`src/rtl/rule110_host_seq.sv`:
```
// Host-side sequencer for the Rule 110 cell array: loads blocks, runs
// N generations and dumps every block back out through a byte stream.
module rule110_host_seq #(
   parameter int NUM_BLOCKS = 30,
   parameter int ADDR_W     = 6,
   parameter int CNT_W      = 16
) (
   input  logic              clk,
   input  logic              reset,
   input  logic              cmd_valid,
   output logic              cmd_ready,
   input  logic [1:0]        cmd_op,
   input  logic [CNT_W-1:0]  cmd_count,
   input  logic              wr_valid,
   output logic              wr_ready,
   input  logic [7:0]        wr_data,
   output logic              rd_valid,
   input  logic              rd_ready,
   output logic [7:0]        rd_data,
   output logic              rd_last,
   output logic              busy,
   output logic              dev_we_n,
   output logic              dev_halt_n,
   output logic [ADDR_W-1:0] dev_addr,
   output logic [7:0]        dev_wdata,
   input  logic [7:0]        dev_rdata,
   output logic [2:0]        dbg_state
);

   // Handshakes: a transfer happens on any rising clk edge where valid and
   // ready are both high; a valid source holds its payload until it transfers.

   typedef enum logic [2:0] {
      S_IDLE, S_LOAD, S_RUN, S_DUMP_ADDR, S_DUMP_SAMPLE, S_DUMP_OUT
   } state_t;

   localparam logic [1:0] OP_LOAD = 2'd1;
   localparam logic [1:0] OP_RUN  = 2'd2;
   localparam logic [1:0] OP_DUMP = 2'd3;
   localparam logic [ADDR_W-1:0] LAST_BLK = ADDR_W'(NUM_BLOCKS - 1);

   state_t             state_q;
   logic [ADDR_W-1:0]  blk_q;
   logic [CNT_W-1:0]   gen_q;
   logic               cmd_ready_q, wr_ready_q, rd_valid_q, rd_last_q, busy_q;
   logic               dev_we_n_q, dev_halt_n_q;
   logic [ADDR_W-1:0]  dev_addr_q;
   logic [7:0]         dev_wdata_q, rd_data_q;

   always_ff @(posedge clk) begin
      if (reset) begin
         state_q      <= S_IDLE;
         blk_q        <= '0;
         gen_q        <= '0;
         cmd_ready_q  <= 1'b1;
         wr_ready_q   <= 1'b0;
         rd_valid_q   <= 1'b0;
         rd_last_q    <= 1'b0;
         rd_data_q    <= '0;
         busy_q       <= 1'b0;
         dev_we_n_q   <= 1'b1;
         dev_halt_n_q <= 1'b0;
         dev_addr_q   <= '0;
         dev_wdata_q  <= '0;
      end else begin
         case (state_q)
            S_IDLE: begin
               if (cmd_valid) begin
                  blk_q      <= '0;
                  dev_addr_q <= '0;
                  case (cmd_op)
                     OP_LOAD: begin
                        state_q     <= S_LOAD;
                        wr_ready_q  <= 1'b1;
                        cmd_ready_q <= 1'b0;
                        busy_q      <= 1'b1;
                     end
                     OP_DUMP: begin
                        state_q     <= S_DUMP_ADDR;
                        cmd_ready_q <= 1'b0;
                        busy_q      <= 1'b1;
                     end
                     OP_RUN: begin
                        if (cmd_count != '0) begin
                           state_q      <= S_RUN;
                           gen_q        <= cmd_count;
                           dev_halt_n_q <= 1'b1;
                           cmd_ready_q  <= 1'b0;
                           busy_q       <= 1'b1;
                        end
                     end
                     default: ;
                  endcase
               end
            end
            S_LOAD: begin
               dev_we_n_q <= 1'b1;
               // wr_ready already dropped: this cycle carries the final write
               if (!wr_ready_q) begin
                  state_q     <= S_IDLE;
                  cmd_ready_q <= 1'b1;
                  busy_q      <= 1'b0;
               end else if (wr_valid) begin
                  dev_we_n_q  <= 1'b0;
                  dev_addr_q  <= blk_q;
                  dev_wdata_q <= wr_data;
                  if (blk_q == LAST_BLK) wr_ready_q <= 1'b0;
                  else                   blk_q      <= blk_q + ADDR_W'(1);
               end
            end
            S_RUN: begin
               if (gen_q == CNT_W'(1)) begin
                  dev_halt_n_q <= 1'b0;
                  state_q      <= S_IDLE;
                  cmd_ready_q  <= 1'b1;
                  busy_q       <= 1'b0;
               end else begin
                  gen_q <= gen_q - CNT_W'(1);
               end
            end
            S_DUMP_ADDR: begin
               // array output is combinational from the address: settle one cycle
               dev_addr_q <= blk_q;
               state_q    <= S_DUMP_SAMPLE;
            end
            S_DUMP_SAMPLE: begin
               rd_data_q  <= dev_rdata;
               rd_valid_q <= 1'b1;
               rd_last_q  <= (blk_q == LAST_BLK);
               state_q    <= S_DUMP_OUT;
            end
            S_DUMP_OUT: begin
               if (rd_ready) begin
                  rd_valid_q <= 1'b0;
                  rd_last_q  <= 1'b0;
                  if (rd_last_q) begin
                     state_q     <= S_IDLE;
                     cmd_ready_q <= 1'b1;
                     busy_q      <= 1'b0;
                  end else begin
                     blk_q   <= blk_q + ADDR_W'(1);
                     state_q <= S_DUMP_ADDR;
                  end
               end
            end
            default: state_q <= S_IDLE;
         endcase
      end
   end

   assign cmd_ready  = cmd_ready_q;
   assign wr_ready   = wr_ready_q;
   assign rd_valid   = rd_valid_q;
   assign rd_data    = rd_data_q;
   assign rd_last    = rd_last_q;
   assign busy       = busy_q;
   assign dev_we_n   = dev_we_n_q;
   assign dev_halt_n = dev_halt_n_q;
   assign dev_addr   = dev_addr_q;
   assign dev_wdata  = dev_wdata_q;
   assign dbg_state  = state_q;

endmodule

```
`config.mk`:
```
export PLATFORM = sky130hd
export DESIGN_NAME = rule110_host_seq
export DESIGN_NICKNAME = d
export VERILOG_FILES = /design/src/rtl/rule110_host_seq.sv
export SDC_FILE = /design/constraint.sdc
export NUM_CORES = 1
export LEC_CHECK = 0
export BUFFER_PORTS_ARGS = -buffer_cell sky130_fd_sc_hd__buf_4
export CAP_MARGIN = 30
export CORE_ASPECT_RATIO = 0.75
export CORE_MARGIN = 1
export CORE_UTILIZATION = 45
export CTS_BUF_LIST = sky130_fd_sc_hd__clkbuf_4 sky130_fd_sc_hd__clkbuf_8 sky130_fd_sc_hd__clkbuf_16
export CTS_CLUSTER_DIAMETER = 60
export DETAILED_ROUTE_END_ITERATION = 12
export MAX_ROUTING_LAYER = met4
export PLACE_DENSITY_LB_ADDON = 0.3
export SYNTH_ARGS = -nofsm -noshare
export SYNTH_HDL_FRONTEND = slang
export SYNTH_SLANG_ARGS = --single-unit
export TNS_END_PERCENT = 30
```
`constraint.sdc`:
```
create_clock -name clk -period 3 [get_ports clk]
set_input_delay 0.15 -clock clk [delete_from_list [all_inputs] [get_ports clk]]
set_output_delay 0.15 -clock clk [all_outputs]
set_load 0.01 [all_outputs]
```
==> impl_metrics.tcl <==
set metrics [dict create \
    yosys.area_share.xor_xnor 0.00587 \
    min_period_over_period 0.817 \
    max-cap-violations 0 \
    crit_arrival_ps 2660 \
    post_cts_buffers 0 \
    gp_congestion 0.912 \
    ios 71 \
    die_x_microns 96.0 \
    drt_iter0_markers 321 \
    ys.flop_type "dfxtp_1" \
    seqPwrFrac 0.415 \
    syn_to_final_growth_pct 21.4 \
    synth_top_family_by_area "simple AND/OR/NAND/NOR gates" \
    hold_viol_final 0 \
    antenna_found_initial 0 \
    busiest_layer "met1" \
    p_switching_mw 0.803 \
    yosysMostFrequentCell "dfxtp_1" \
    timing.rr.end "gen_q[5]" \
    yosys.area.top_type_share 0.362 \
    synth_fa_ha_area_frac 0.0168 \
    ant_nets 0 \
    syn-instance-count 348 \
    cts_root_buffer "clkbuf_8" \
    vias_per_cell 5.85 \
    max-vdd-ir-drop_mv 0.309 \
    critical_path_class "flop to flop" \
    p_comb_frac 0.348 \
    diodes 0 \
    cts_hold_buf 0 \
    synth_edf_count 0 \
    seq_area_frac_synth 0.362 \
    power_density_nw_per_um2 593 \
    setup_viol 0 \
    leakagePower_nw 1.40 \
    worstMarginPinSlew_ps 887 \
    drtPass1Iterations 5 \
    numCtsBuffers 5 \
    hpwl_microns 5690 \
    timing.rr.start "dbg_state[0]" \
    reg2reg_slack_ps 550 \
    drive_above_1_share 0.260 \
    finalCriticalPeriod_ps 2450 \
    end_kind "flop" \
    grt_use_total 0.244 \
    yosysTopAreaCell "dfxtp_1" \
    clkTransAtPathRegs_ps 110 \
    synth.net_count 391 \
    synth_simple_gate_area_frac 0.278 \
    htreeDepth 2 \
    skew_ps 11.3 \
    synth.cells.most_frequent "dfxtp_1 (54), nor2_1 (40), a21oi_1 (29)" \
    finalNetCount 450 \
    ys_warn_count 0 \
    synthArstFlopShare 0 \
    grt_pass1_vias 2599 \
    hold_class "input port to flop" \
    post_drt_wl_per_cell_microns 16.4 \
    final-max-slew-violation-count 0 \
    synth_compound_area_frac 0.225 \
    start_util 0.470 \
    syn_avg_cell_area_sq_um 8.58 \
    status "finished, final reports clean" \
    setup_slack_ps 550 \
    pre_cts_ws_ps 625 \
    grt_max_degree 47 \
    rsz0062_at_grt "false" \
    p_int_mw 1.35 \
    dr_total_vias 2861 \
    cp_max_fo 28 \
    required_ps 3210 \
    start_kind "flop" \
    gr-usage-met1 0.373 \
    core_area_sq_um 6350 \
    grt_pass1_wl_microns 12900 \
    ys_types 66 \
    cts_resized 0 \
    die_area_sq_um 6960 \
    clock.fmax_ghz 0.408 \
    cts_tree "done" \
    use_met2 0.322 \
    power_frac_clock 0.237 \
    ys_ff_latch 54 \
    wirelength_microns 8010 \
    met3_usage 0.0535 \
    clockBufferDepth 2 \
    switching_share 0.373 \
    crit_end "gen_q[5]" \
    startpoint "dbg_state[0]" \
    clk_latency_ps 310 \
    io_buffer_count 70 \
    synth_area_leaders "dfxtp_1 (36%), mux2i_1 (5.4%), nor2_1 (5.0%), a21oi_1 (4.9%), o21ai_0 (2.7%)" \
    syn_area_sq_um 2980 \
    grt-ovfl-total 0 \
    r2r_cells 3 \
    synth.area.mux_share 0.0537 \
    drc 0 \
    cts.sinks 54 \
    rows 25 \
    relSlewSlack 0.408 \
    die_y_microns 72.5 \
    fin_tns_setup_ps 0 \
    hold_depth 3 \
]
-- per-layer routing --
metal	wire (microns)	share of wire	vias to the layer above
li1	-	-	1402
met2	3400	0.42	122
met1	3970	0.50	1328
met3	576	0.072	9
met4	68	0.0085	0
met5	0	0	-
-- flip-flops by register name, summed over array words and instances, names as in the netlist --
| register | count |
|---|---|
| dev_halt_n | 1 |
| gen_q | 16 |
| blk_q | 6 |
| dev_we_n | 1 |
| dbg_state | 3 |
| rd_last | 1 |
| cmd_ready | 1 |
| busy | 1 |
| dev_addr | 6 |
| rd_data | 8 |
| dev_wdata | 8 |
| rd_valid | 1 |
| wr_ready | 1 |
-- kinds of logic after synthesis --
| kind of cell | after synthesis |
|---|---|
| AOI/OAI and AO/OA | 99 |
| muxes | 16 |
| xor gates and xnor gates | 2 |
| DFF | 54 |
| buffers and inverters | 32 |
| adders and majority gates | 4 |
| and+or+nand+nor | 141 |
-- through the flow --
stage	area (sq um)	instances	total power [mW]	utilization	hold WS [ps]
after CTS	3620	489	2.14	0.571	64.2
after global placement	3510	481	1.62	0.552	382
after global routing	3620	489	2.26	0.571	67.3
after detailed placement	3510	481	1.63	0.552	395
final	3620	489	2.15	0.571	68.9
after floorplan	2980	348	1.43	-	297
-- critical path: stages (launching register included) --
cell	delay, ps
dfxtp_1	880
or3b_1	800
a2111oi_0	270
a2111oi_2	390
-- power groups by stage --
stage	Combinational [mW]	Sequential (mW)	Clock [mW]
2_1_floorplan	0.570	0.865	0
3_3_place_gp	0.719	0.901	0
3_5_place_dp	0.729	0.903	0
4_1_cts	0.733	0.887	0.521
5_1_grt	0.815	0.904	0.546
6_report	0.748	0.891	0.510
-- worst min path at each step --
stage	from	endpoint	slack, ps
after floorplan	dev_rdata[0]	rd_data[0]	300
after global placement	dev_rdata[5]	rd_data[5]	380
after detailed placement	wr_data[4]	dev_wdata[4]	390
after CTS	wr_data[2]	dev_wdata[2]	60
after global routing	wr_data[7]	dev_wdata[7]	70
final	wr_data[2]	dev_wdata[2]	70
-- placed cells by master, fill, tap and decap left out, drive strengths merged, types with 3 or more instances in the layout --
cell type,netlist,routed
nor2b,8,8
nor3,8,8
nand2b,6,6
ha,4,4
nand2,21,21
dfxtp,54,54
clkbuf,7,5
o211ai,5,5
nor2,42,42
a31oi,12,12
or3,7,7
a21o,3,3
o21ai,18,18
nor3b,3,3
and3,4,4
buf,16,75
a2111oi,4,4
a21oi,29,29
mux2i,16,16
nand3b,3,3
nand3,16,16
inv,9,10
or3b,3,3
nor4,9,9
and2,3,3
o31ai,9,9
-- area by class of cell --
type / count / area (sq um)
Sequential cell: 54 / 1080
Clock buffer: 5 / 68.8
Timing Repair Buffer: 75 / 563
Multi-Input combinational cell: 262 / 1730
Clock inverter: 3 / 47.5
Fill cell: 583 / 2730
Tap cell: 81 / 101
Inverter: 9 / 33.8
(Power assumes the default switching activity.)
